**config.mk**
```make
export PLATFORM = sky130hd
export DESIGN_NAME = serial_nibble_adder
export DESIGN_NICKNAME = d
export VERILOG_FILES = /design/src/rtl/serial_nibble_adder.sv
export SDC_FILE = /design/constraint.sdc
export NUM_CORES = 1
export LEC_CHECK = 0
export ABC_AREA = 0
export CELL_PAD_IN_SITES_DETAIL_PLACEMENT = 2
export CELL_PAD_IN_SITES_GLOBAL_PLACEMENT = 2
export CORE_MARGIN = 2
export CORE_UTILIZATION = 30
export DETAILED_ROUTE_END_ITERATION = 10
export PLACE_DENSITY_LB_ADDON = 0.3
export SLEW_MARGIN = 20
export SYNTH_ARGS = -nofsm -noshare
export SYNTH_HDL_FRONTEND = slang
export SYNTH_SLANG_ARGS = --single-unit
```
**constraint.sdc**
```tcl
create_clock -name clk -period 4.45 [get_ports clk]
set_input_delay 0.89 -clock clk [delete_from_list [all_inputs] [get_ports clk]]
set_output_delay 0.89 -clock clk [all_outputs]
set_load 0.02 [all_outputs]
```
**src/rtl/serial_nibble_adder.sv**
```systemverilog
// Multi-cycle WIDTH-bit adder: one nibble per cycle through a single 4-bit slice, carry held in a register.
// Optional: define SERIAL_NIBBLE_ADDER_SUB_EN for the sub input (a - b - cin) and the ovf output.
module nibble_add (
  input  logic [3:0] a,
  input  logic [3:0] b,
  input  logic       cin,
  output logic [3:0] s,
  output logic       cout
);
  assign {cout, s} = {1'b0, a} + {1'b0, b} + {4'b0, cin};
endmodule

module serial_nibble_adder #(
  parameter int NIBBLES = 4
) (
  input  logic                   clk,
  input  logic                   rst_n,
  input  logic                   in_valid,
  output logic                   in_ready,
  input  logic [4*NIBBLES-1:0]   a,
  input  logic [4*NIBBLES-1:0]   b,
  input  logic                   cin,
`ifdef SERIAL_NIBBLE_ADDER_SUB_EN
  input  logic                   sub,
  output logic                   ovf,
`endif
  output logic                   out_valid,
  input  logic                   out_ready,
  output logic [4*NIBBLES-1:0]   s,
  output logic                   cout,
  output logic                   busy
);
  localparam int W  = 4*NIBBLES;
  localparam int IW = (NIBBLES > 1) ? $clog2(NIBBLES) : 1;

  typedef enum logic [1:0] {IDLE, RUN, DONE} state_t;
  state_t state, nxt;

  logic [W-1:0]  a_reg, b_reg;
  logic [IW-1:0] idx;
  logic          carry;
  logic          accept, last;
  logic [3:0]    sl_a, sl_b, sl_s;
  logic          sl_c;
  logic          sub_en;

`ifdef SERIAL_NIBBLE_ADDER_SUB_EN
  assign sub_en = sub;
`else
  assign sub_en = 1'b0;
`endif

  assign accept = in_valid && in_ready;
  assign last   = (idx == IW'(NIBBLES-1));
  assign sl_a   = a_reg[4*idx +: 4];
  assign sl_b   = b_reg[4*idx +: 4];

  nibble_add u_slice (.a(sl_a), .b(sl_b), .cin(carry), .s(sl_s), .cout(sl_c));

  always_ff @(posedge clk or negedge rst_n)
    if (!rst_n) state <= IDLE;
    else        state <= nxt;

  always_comb begin
    nxt = state;
    case (state)
      IDLE:    if (accept) nxt = RUN;
      RUN:     if (last) nxt = DONE;
      DONE:    if (out_ready) nxt = IDLE;
      default: nxt = IDLE;
    endcase
  end

  always_comb begin
    in_ready  = (state == IDLE);
    out_valid = (state == DONE);
    busy      = (state != IDLE);
  end

  // Subtraction is a + ~b + ~cin, folded into the operand latch so the slice only ever adds.
  always_ff @(posedge clk or negedge rst_n) begin
    if (!rst_n) begin
      a_reg <= '0;
      b_reg <= '0;
      carry <= 1'b0;
      idx   <= '0;
      s     <= '0;
      cout  <= 1'b0;
    end else begin
      case (state)
        IDLE: if (accept) begin
          a_reg <= a;
          b_reg <= sub_en ? ~b : b;
          carry <= cin ^ sub_en;
          idx   <= '0;
        end
        RUN: begin
          s[4*idx +: 4] <= sl_s;
          carry         <= sl_c;
          idx           <= idx + IW'(1);
          if (last) cout <= sl_c;
        end
        default: ;
      endcase
    end
  end

`ifdef SERIAL_NIBBLE_ADDER_SUB_EN
  // Carry into the MSB is recovered from the top slice's sum bit: c3 = a3 ^ b3 ^ s3.
  always_ff @(posedge clk or negedge rst_n)
    if (!rst_n) ovf <= 1'b0;
    else if (state == RUN && last) ovf <= sl_c ^ (sl_a[3] ^ sl_b[3] ^ sl_s[3]);
`endif
endmodule

```
==> flow_summary_export.csv, run 1 <==
group,metric,value,unit
status,outcome,"finished, final reports clean",
yosys,synth.avg_cell_area,10.6,µm²
yosys,postSynthCellCount,236,
floorplan,core-area,8130,µm²
finish,layout.filler_cells,851,
detailed_routing,drt_pre_antenna_iters,4,
finish,post_layout_nonfiller_instances,397,
clock_network,clk_pin_slew,0.10,ns
floorplan,vert_die_dim,95.3,µm
yosys,synth_enable_flop_cells,0,
clock_network,clock_insertion_delay_worst_skew,0.31,ns
setup_path,rr_worst_depth,6,
sta,tns,0,ns
yosys,synthTopCellsByArea,"sky130_fd_sc_hd__dfrtp_1 (54%), sky130_fd_sc_hd__nand2_1 (15%), sky130_fd_sc_hd__mux4_2 (7.2%)",
detailed_routing,detail_route.wl_per_cell,15.8,µm
setup_path,start_kind,"flip-flop",
clock_network,clock_path_buffers,2,
power,ir_worst_vdd,0.243,mV
clock_network,cts.repair.resized,0,
sta,final-max-slew-violation-count,0,
min_path,hold_class,"reg2reg",
setup_path,setup.reg_to_reg.worst_slack,1.41,ns
yosys,synth_top_area_cell,"sky130_fd_sc_hd__dfrtp_1",
yosys,library_cells_used_by_synthesis,32,
setup_path,critPathArrivalTime,3.20,ns
setup_path,worstPathCellList,"mux4_2, fa_1, fa_1, a21o_1, a21oi_1, a31oi_1",
setup_path,cp_top_family,"adder cells",
sta,clock-skew-final,0.00867,ns
clock_network,postCtsSetupBuffers,0,
sta,min_period_over_period,0.684,
detailed_routing,vias_per_cell,4.79,
setup_path,cpMostUsedCell,"sky130_fd_sc_hd__fa_1",
setup_path,crit_path_top_delay_cell,"sky130_fd_sc_hd__dfrtp_1",
placement,gp_routability_congestion,0.787,
global_routing,antenna_found_initial,0,
setup_path,worstPathRequired,4.61,ns
floorplan,fp.dieArea,9080,µm²
detailed_routing,initialDrtViolationCount,69,
setup_path,end_kind,"flip-flop",
floorplan,boundaryPins,57,
global_routing,grt_max_degree,36,
finish,post-route-cell-area,3300,µm²
yosys,dominantRegCellSynth,"sky130_fd_sc_hd__dfrtp_1",
setup_path,crit_buf_inv,0,
min_path,min_delay_path_depth,2,
sta,setup_repair_after_global_routing_missed_its_margin,"false",
global_routing,grt_overflow_total,0,
sta,worst_hold_slack,0.489,ns
sta,max_slew.worst_pin.slew,1.02,ns
sta,slew-limit-headroom,0.322,
yosys,synth.most_common_cell,"sky130_fd_sc_hd__nand2_1",
power,cellLeakagePower,1.55,nW
clock_network,clock_root_buffer,"sky130_fd_sc_hd__clkbuf_8",
detailed_routing,via_count,1902,
placement,placed_cells_incl_taps,389,
yosys,postSynthRegisterBits,54,
floorplan,rows,33,
power,powerDensity,799,nW/µm²
finish,post_route_cells_drive_above_1_share,0.0788,
setup_path,worstSetupPathDepth,6,
yosys,post_synth_most_frequent_cells,"sky130_fd_sc_hd__nand2_1 (103), sky130_fd_sc_hd__dfrtp_1 (54), sky130_fd_sc_hd__a22o_1 (12), sky130_fd_sc_hd__ha_1 (9), sky130_fd_sc_hd__mux4_2 (8)",
global_routing,first_global_vias,2103,
floorplan,initial_utilization,0.307,
global_routing,global_route_wire_length_before_repair,10700,µm
sta,finalWorstPathRequiredPeriod,3.04,ns
yosys,yosys_warnings,0,
detailed_routing,remaining_drc_errors,0,
clock_network,ctsHtreeMaxLevel,2,
setup_path,critical_path_class,"reg2reg",
placement,placement.cell_area,3150,µm²
setup_path,critical-path-max-stage-delay,0.86,ns
yosys,synth_sequential_area_ratio,0.541,
sta,fmax,329,MHz
yosys,synthArstFlopShare,1.00,
clock_network,cts-hold-fix-buffers,0,
detailed_routing,drt_wl_total,6290,µm
placement,placement.io_buffers,56,
yosys,syn-num-nets,284,
clock_network,cts_tree,"done",
setup_path,timing.critical_path.fanout_max,17,
placement,post-dp-hpwl,4760,µm
power,report.power.total,0.00263,W
detailed_routing,antenna_violating_nets_post_route,0,
finish,area.growth.synth_to_final,31.9,%
floorplan,die_x,95.3,µm
clock_network,clock_sink_count,54,
sta,finalHoldViolations,0,
finish,final_net_count,339,
finish,antenna_cells,0,
yosys,synth.cell_area,2500,µm²
sta,report.final.setup_viol,0,
clock_network,numCtsBuffers,5,
global_routing,grtUsageTotal,0.157,
yosys,proportion_of_netlist_area_held_by_the_largest_area_contributor,0.541,
job,maxCapViolations,0,
## per-layer routing
metal,wire length [µm],GRT usage,vias up
met5,0,0,-
met4,68,0.0471,0
met3,236,0.0300,6
met2,3240,0.274,42
met1,2750,0.196,952
li1,-,-,902
## worst paths after layout
| check | from | end |
|---|---|---|
| max | idx[0] | cout |
| min | a_reg[11] | a_reg[11] |
| max reg2reg | idx[0] | cout |
| min reg2reg | a_reg[11] | a_reg[11] |
| max in group asynchronous | rst_n | idx[1] |
| min in group asynchronous | rst_n | a_reg[13] |
## stage by stage
step                       util  worst slack [ns]
after floorplan               -              1.81
after global placement    0.388              1.48
after detailed placement  0.388              1.40
after CTS                 0.405              1.38
after global routing      0.405              1.18
final                     0.405              1.41
## worst reg2reg max path: stages, from the launching register on
cell	delay, ns
sky130_fd_sc_hd__dfrtp_1	0.86
sky130_fd_sc_hd__mux4_2	0.62
sky130_fd_sc_hd__fa_1	0.46
sky130_fd_sc_hd__fa_1	0.46
sky130_fd_sc_hd__a21o_1	0.20
sky130_fd_sc_hd__a21oi_1	0.19
sky130_fd_sc_hd__a31oi_1	0.12
## layout by cell type, fill, tap and decap left out
master,synthesis,routed
sky130_fd_sc_hd__o21ai_0,2,2
sky130_fd_sc_hd__o211ai_1,1,1
sky130_fd_sc_hd__buf_4,2,2
sky130_fd_sc_hd__nor2b_1,3,3
sky130_fd_sc_hd__inv_1,4,4
sky130_fd_sc_hd__nand3b_1,1,1
sky130_fd_sc_hd__ha_1,9,9
sky130_fd_sc_hd__buf_2,7,1
sky130_fd_sc_hd__and4b_1,1,1
sky130_fd_sc_hd__nand3_1,2,2
sky130_fd_sc_hd__clkdlybuf4s50_1,0,55
sky130_fd_sc_hd__a31oi_1,1,1
sky130_fd_sc_hd__bufinv_16,0,2
sky130_fd_sc_hd__mux4_2,8,8
sky130_fd_sc_hd__nand2b_1,1,1
sky130_fd_sc_hd__xnor2_1,1,1
sky130_fd_sc_hd__fa_1,2,2
sky130_fd_sc_hd__or3b_2,0,1
sky130_fd_sc_hd__nand2_1,103,103
sky130_fd_sc_hd__clkbuf_8,0,6
sky130_fd_sc_hd__o31ai_1,2,2
sky130_fd_sc_hd__nor4_2,1,1
sky130_fd_sc_hd__a22o_1,12,12
sky130_fd_sc_hd__or3b_1,3,2
sky130_fd_sc_hd__a21o_1,1,1
sky130_fd_sc_hd__nor3b_4,0,1
sky130_fd_sc_hd__o21bai_1,1,1
sky130_fd_sc_hd__a32o_1,4,4
sky130_fd_sc_hd__and4_1,1,1
sky130_fd_sc_hd__or2_2,1,1
sky130_fd_sc_hd__a21oi_1,2,2
sky130_fd_sc_hd__nor2_1,2,2
sky130_fd_sc_hd__xor2_1,1,1
sky130_fd_sc_hd__dfrtp_1,54,54
sky130_fd_sc_hd__a211oi_1,1,1
## power breakdown
| group | switching [W] | internal, W |
|---|---|---|
| clock network | 0.000160 | 0.000240 |
| registers | 0.000187 | 0.000711 |
| logic | 0.000736 | 0.000600 |
| total | 0.00108 | 0.00155 |
## area by class of cell
class                           instances  area [µm²]  area share
Clock buffer                            6        82.6      0.0250
Multi-Input combinational cell        168        1090       0.329
Inverter                                4        15.0     0.00455
Timing Repair Buffer                   58         571       0.173
Clock inverter                          2        60.1      0.0182
Tap cell                              105         131      0.0398
Sequential cell                        54        1350       0.410
## cell families (layout without fill, tap and decap cells)
group / Yosys count / in the layout / share of synthesized area
flops: 54 / 54 / 0.541
fa+ha+maj: 11 / 11 / 0.0611
buf+inv: 14 / 70 / 0.0275
mux: 8 / 8 / 0.0721
simple gates: 120 / 120 / 0.205
compound gates: 27 / 27 / 0.0866
xor+xnor: 2 / 2 / 0.00701
Note: power is estimated with default switching activity, not from simulation.
==> run 2, diff against run 1 <==
--- a/config.mk
+++ b/config.mk
@@ -9,7 +9,7 @@
 export CELL_PAD_IN_SITES_DETAIL_PLACEMENT = 2
 export CELL_PAD_IN_SITES_GLOBAL_PLACEMENT = 2
 export CORE_MARGIN = 2
-export CORE_UTILIZATION = 30
+export CORE_UTILIZATION = 28
 export DETAILED_ROUTE_END_ITERATION = 10
 export PLACE_DENSITY_LB_ADDON = 0.3
 export SLEW_MARGIN = 20
==> constraint.sdc (replaced) <==
create_clock -name clk -period 2.7 [get_ports clk]
set_input_delay 0.54 -clock clk [delete_from_list [all_inputs] [get_ports clk]]
set_output_delay 0.54 -clock clk [all_outputs]
set_load 0.02 [all_outputs]
==> run 2 against run 1 <==
Effect of this change:
- flip-flop and latch count unchanged
- clock skew increased by 0.0017 ns
- first-iteration DRC count decreased by 19%
- global-route usage decreased by 1.0 points
- highest routed layer unchanged
- die area increased by 6.8%
- worst hold slack got worse by 0.23 ns
- combinational power increased by 75%
- critical path depth unchanged
==> flow_summary_export.csv, run 2 (synthesized netlist as in run 1, its figures left out) <==
group,metric,value,unit
clock_network,cts_tree,"done",
power,power.share.clock,0.109,
power,power_switching,0.00185,W
sta,tns,0,ns
detailed_routing,drt_wl_total,6560,µm
finish,most-common-layout-cells,"sky130_fd_sc_hd__nand2_1 (103), sky130_fd_sc_hd__clkdlybuf4s50_1 (55), sky130_fd_sc_hd__dfrtp_1 (54)",
clock_network,clock_sink_count,54,
global_routing,grtUsageTotal,0.146,
sta,finalWorstPathRequiredPeriod,2.57,ns
detailed_routing,initialDrtViolationCount,56,
global_routing,first_global_vias,2169,
sta,slew-limit-headroom,0.542,
floorplan,core-area,8680,µm²
clock_network,clock_path_buffers,2,
placement,post-dp-hpwl,5020,µm
clock_network,ctsHtreeMaxLevel,2,
floorplan,fp.dieArea,9700,µm²
sta,report.final.setup_viol,0,
power,ir_worst_vdd,0.348,mV
power,powerDensity,1290,nW/µm²
floorplan,rows,34,
clock_network,clk_pin_slew,0.10,ns
finish,antenna_cells,0,
clock_network,cts.repair.resized,0,
finish,post_route_cells_drive_above_1_share,0.0875,
clock_network,clock_root_buffer,"sky130_fd_sc_hd__clkbuf_8",
power,power_switching_share,0.437,
detailed_routing,remaining_drc_errors,0,
finish,layout.filler_cells,961,
floorplan,die_x,98.5,µm
min_path,hold_class,"in2async",
power,report.power.total,0.00424,W
global_routing,grt_max_degree,35,
floorplan,vert_die_dim,98.5,µm
detailed_routing,vias_per_cell,4.71,
clock_network,numCtsBuffers,5,
sta,clock-skew-final,0.0103,ns
placement,placement.io_buffers,56,
power,cellLeakagePower,1.55,nW
global_routing,global_route_wire_length_before_repair,11100,µm
finish,final_common_cell,"sky130_fd_sc_hd__nand2_1",
job,maxCapViolations,0,
floorplan,initial_utilization,0.288,
power,seq_power_share,0.340,
global_routing,grt_overflow_total,0,
setup_path,start_kind,"flip-flop",
finish,area.growth.synth_to_final,31.8,%
detailed_routing,via_count,1908,
sta,fmax,389,MHz
clock_network,cts-hold-fix-buffers,0,
setup_path,critical_path_class,"reg2reg",
global_routing,antenna_found_initial,0,
clock_network,clock_insertion_delay_worst_skew,0.31,ns
power,power.share.combinational,0.551,
detailed_routing,antenna_violating_nets_post_route,0,
sta,max_slew.worst_pin.slew,0.686,ns
clock_network,postCtsSetupBuffers,0,
sta,finalHoldViolations,0,
setup_path,critPathArrivalTime,2.78,ns
status,outcome,"finished, final reports clean",
floorplan,boundaryPins,57,
power,internal_portion_of_total_power,0.00239,W
setup_path,end_kind,"flip-flop",
sta,setup_repair_after_global_routing_missed_its_margin,"false",
sta,min_period_over_period,0.953,
setup_path,timing.critical_path.fanout_max,12,
setup_path,worstPathRequired,2.90,ns
sta,final-max-slew-violation-count,0,
detailed_routing,drt_pre_antenna_iters,4,
placement,gp_routability_congestion,0.775,
finish,final_net_count,344,
detailed_routing,detail_route.wl_per_cell,16.2,µm
run 2: power groups by stage:
stage	Clock [W]	Combinational [W]	Sequential [W]
floorplan	0	0.00142	0.00148
global placement	0	0.00227	0.00145
detailed placement	0	0.00236	0.00147
CTS	0.000478	0.00238	0.00145
global route	0.000509	0.00257	0.00151
finish	0.000462	0.00234	0.00144
run 2: final timing paths:
path                            endpoint  cells past startpoint     start  slack (ns)
max in group asynchronous       b_reg[3]                      2     rst_n        1.86
worst min register to register  b_reg[5]                      2  b_reg[5]        0.49
worst min-delay path              idx[0]                      1     rst_n        0.26
worst max register to register     s[15]                      6    idx[0]        0.13
worst max-delay path               s[15]                      6    idx[0]        0.13
min in group clk                b_reg[5]                      2  b_reg[5]        0.49
run 2: layout make-up:
class	count	area, µm²	area share
clock buffer	6	72.6	0.0220
clock inverter	2	13.8	0.00418
inverter	4	15.0	0.00456
multi-input combinational	168	1090	0.330
sequential	54	1350	0.410
tap	108	135	0.0410
timing repair buffer	63	621	0.188
run 2: metal layers:
metal	up-vias	global-route usage	share of wire
met5	-	0	0
met4	0	0.0316	0.0079
met3	10	0.0291	0.041
met2	48	0.259	0.50
met1	938	0.187	0.45
li1	912	-	-
run 2: critical path, cell delays in order (launching register included):
cell and delay (ns):
sky130_fd_sc_hd__dfrtp_1 0.44, sky130_fd_sc_hd__buf_4 0.24, sky130_fd_sc_hd__mux4_2 0.57, sky130_fd_sc_hd__ha_1 0.32
sky130_fd_sc_hd__a211oi_1 0.09, sky130_fd_sc_hd__or3b_1 0.49, sky130_fd_sc_hd__a32o_1 0.31
run 2: stage by stage:
stage	setup WS [ns]	cells	utilization	area [µm²]	hold WS (ns)
6_report	0.127	405	0.380	3290	0.259
5_1_grt	0.0179	405	0.380	3290	0.301
4_1_cts	0.107	405	0.380	3290	0.283
3_5_place_dp	0.144	397	0.370	3210	0.463
3_3_place_gp	0.226	397	0.370	3210	0.460
2_1_floorplan	0.0585	236	-	2500	0.244
==> run 3, diff against run 2 <==
--- a/config.mk
+++ b/config.mk
@@ -6,12 +6,13 @@
 export NUM_CORES = 1
 export LEC_CHECK = 0
 export ABC_AREA = 0
-export CELL_PAD_IN_SITES_DETAIL_PLACEMENT = 2
-export CELL_PAD_IN_SITES_GLOBAL_PLACEMENT = 2
+export CELL_PAD_IN_SITES_DETAIL_PLACEMENT = 0
+export CELL_PAD_IN_SITES_GLOBAL_PLACEMENT = 1
 export CORE_MARGIN = 2
-export CORE_UTILIZATION = 28
+export CORE_UTILIZATION = 30
 export DETAILED_ROUTE_END_ITERATION = 10
 export PLACE_DENSITY_LB_ADDON = 0.3
+export SKIP_LAST_GASP = 1
 export SLEW_MARGIN = 20
 export SYNTH_ARGS = -nofsm -noshare
 export SYNTH_HDL_FRONTEND = slang
==> run 3 against run 2 <==
Effect of this change:
- clock skew shrank 0.0021 ns
- highest routed layer unchanged
- worst hold slack worse by 0.047 ns
- combinational power is 6% lower
==> flow_summary_export.csv, run 3 (synthesized netlist as in run 1, its figures left out) <==
group,metric,value,unit
clock_network,clock_root_buffer,"sky130_fd_sc_hd__clkbuf_8",
detailed_routing,via_count,1864,
power,internal_portion_of_total_power,0.00247,W
detailed_routing,vias_per_cell,4.64,
global_routing,grt_max_degree,36,
sta,clock-skew-final,0.00827,ns
sta,finalWorstPathRequiredPeriod,2.53,ns
global_routing,antenna_found_initial,0,
sta,slew-limit-headroom,0.579,
setup_path,critical_path_class,"reg2reg",
setup_path,start_kind,"flip-flop",
setup_path,worstPathRequired,2.86,ns
global_routing,first_global_vias,1760,
global_routing,grt-busiest-layer,"met2",
finish,post-route-cell-area,3320,µm²
sta,max_slew.worst_pin.slew,0.630,ns
global_routing,grtUsageTotal,0.126,
finish,post_route_cells_drive_above_1_share,0.0909,
finish,final_net_count,344,
job,maxCapViolations,0,
global_routing,global_route.usage.met1,0.178,
global_routing,grt_overflow_total,0,
power,power.share.combinational,0.528,
finish,most-common-layout-cells,"sky130_fd_sc_hd__nand2_1 (103), sky130_fd_sc_hd__clkdlybuf4s50_1 (55), sky130_fd_sc_hd__dfrtp_1 (53)",
finish,area_occupied_by_registers,1350,µm²
detailed_routing,antenna_violating_nets_post_route,0,
clock_network,clk_pin_slew,0.10,ns
placement,placement.cell_area,3200,µm²
sta,tns,0,ns
clock_network,clock_path_buffers,2,
power,seq_power_share,0.342,
finish,layout.filler_cells,823,
placement,placement.io_buffers,56,
detailed_routing,initialDrtViolationCount,54,
sta,fmax,395,MHz
sta,min_period_over_period,0.937,
detailed_routing,drt_pre_antenna_iters,4,
global_routing,global_route_wire_length_before_repair,8720,µm
global_routing,grtUsageMet3,0.0316,
setup_path,end_kind,"flip-flop",
clock_network,clock_insertion_delay_worst_skew,0.31,ns
placement,gp_routability_congestion,0.794,
min_path,hold_class,"in2async",
setup_path,critPathArrivalTime,2.69,ns
floorplan,core-area,8130,µm²
clock_network,clock_sink_count,54,
floorplan,initial_utilization,0.307,
power,power_switching,0.00168,W
finish,antenna_cells,0,
detailed_routing,drt_wl_total,5320,µm
floorplan,die_x,95.3,µm
clock_network,numCtsBuffers,5,
status,outcome,"finished, final reports clean",
sta,finalHoldViolations,0,
sta,final-max-slew-violation-count,0,
power,cellLeakagePower,1.56,nW
placement,post-dp-hpwl,4070,µm
clock_network,ctsHtreeMaxLevel,2,
power,power.share.clock,0.130,
clock_network,cts_tree,"done",
finish,area.growth.synth_to_final,32.6,%
power,ir_worst_vdd,0.382,mV
detailed_routing,detail_route.wl_per_cell,13.2,µm
finish,final_common_cell,"sky130_fd_sc_hd__nand2_1",
global_routing,globalRouteMet2Util,0.194,
power,power_switching_share,0.405,
detailed_routing,remaining_drc_errors,0,
floorplan,boundaryPins,57,
floorplan,fp.dieArea,9080,µm²
floorplan,rows,33,
finish,multiInputGateArea,1090,µm²
sta,report.final.setup_viol,0,
clock_network,postCtsSetupBuffers,0,
power,powerDensity,1250,nW/µm²
sta,setup_repair_after_global_routing_missed_its_margin,"false",
floorplan,vert_die_dim,95.3,µm
setup_path,timing.critical_path.fanout_max,5,
[run 3: changes by cell type in the layout (fill, tap and decap cells not counted)]
cell	delta
sky130_fd_sc_hd__clkinvlp_4	+1
sky130_fd_sc_hd__dfrtp_1	-1
sky130_fd_sc_hd__bufinv_16	+1
sky130_fd_sc_hd__clkinv_2	-1
sky130_fd_sc_hd__clkinv_4	-1
sky130_fd_sc_hd__dfrtp_2	+1
[run 3: worst max-delay path, stage by stage (launching register included)]
cell and delay, ns:
sky130_fd_sc_hd__dfrtp_2 0.44, sky130_fd_sc_hd__mux4_2 0.55, sky130_fd_sc_hd__fa_1 0.45, sky130_fd_sc_hd__fa_1 0.45, sky130_fd_sc_hd__a21o_1 0.20, sky130_fd_sc_hd__a21oi_1 0.19
sky130_fd_sc_hd__a31oi_1 0.11
[run 3: layout make-up]
class	instances	share of cell area
sequential	54	0.408
multi-input combinational	168	0.328
timing repair buffer	63	0.187
tap	105	0.0396
clock buffer	6	0.0219
clock inverter	2	0.0113
inverter	4	0.00453
[run 3: power groups by stage]
stage                     sequential [W]  clock (W)  combinational (W)
after floorplan                  0.00148          0            0.00142
after global placement           0.00144          0            0.00221
after detailed placement         0.00145          0            0.00222
after CTS                        0.00143   0.000550            0.00223
after global routing             0.00147   0.000588            0.00246
final                            0.00142   0.000539            0.00219
[run 3: path summary, 6_finish.rpt]
kind | start | endpoint | slack (ns) | cells after the start
min | rst_n | b_reg[5] | 0.21 | 1
min reg2reg | a_reg[13] | a_reg[13] | 0.48 | 2
min in group clk | a_reg[13] | a_reg[13] | 0.48 | 2
max reg2reg | idx[0] | cout | 0.17 | 6
max | idx[0] | cout | 0.17 | 6
max in group asynchronous | rst_n | idx[0] | 1.93 | 2
[run 3: routing by layer]
metal  share of wire  wire length, µm
met1            0.49             2590
met5               0                0
met2            0.46             2440
met4          0.0098               52
met3           0.043              230
[run 3: stage by stage]
step,setup WS [ns],total power [W],hold slack [ns],util,std cells
finish,0.171,0.00415,0.212,0.408,402
global route,0.0635,0.00452,0.243,0.408,402
CTS,0.0907,0.00420,0.226,0.407,402
detailed placement,0.102,0.00367,0.463,0.394,394
global placement,0.189,0.00365,0.456,0.394,394
floorplan,0.0585,0.00290,0.244,-,236
[run 3: what timing repair did]
| item | 4_1_cts | 5_1_grt |
|---|---|---|
| resized for setup | 0 | 1 |
| hold buffers | 0 | 0 |
| endpoints found under the setup margin | 0 | 1 |
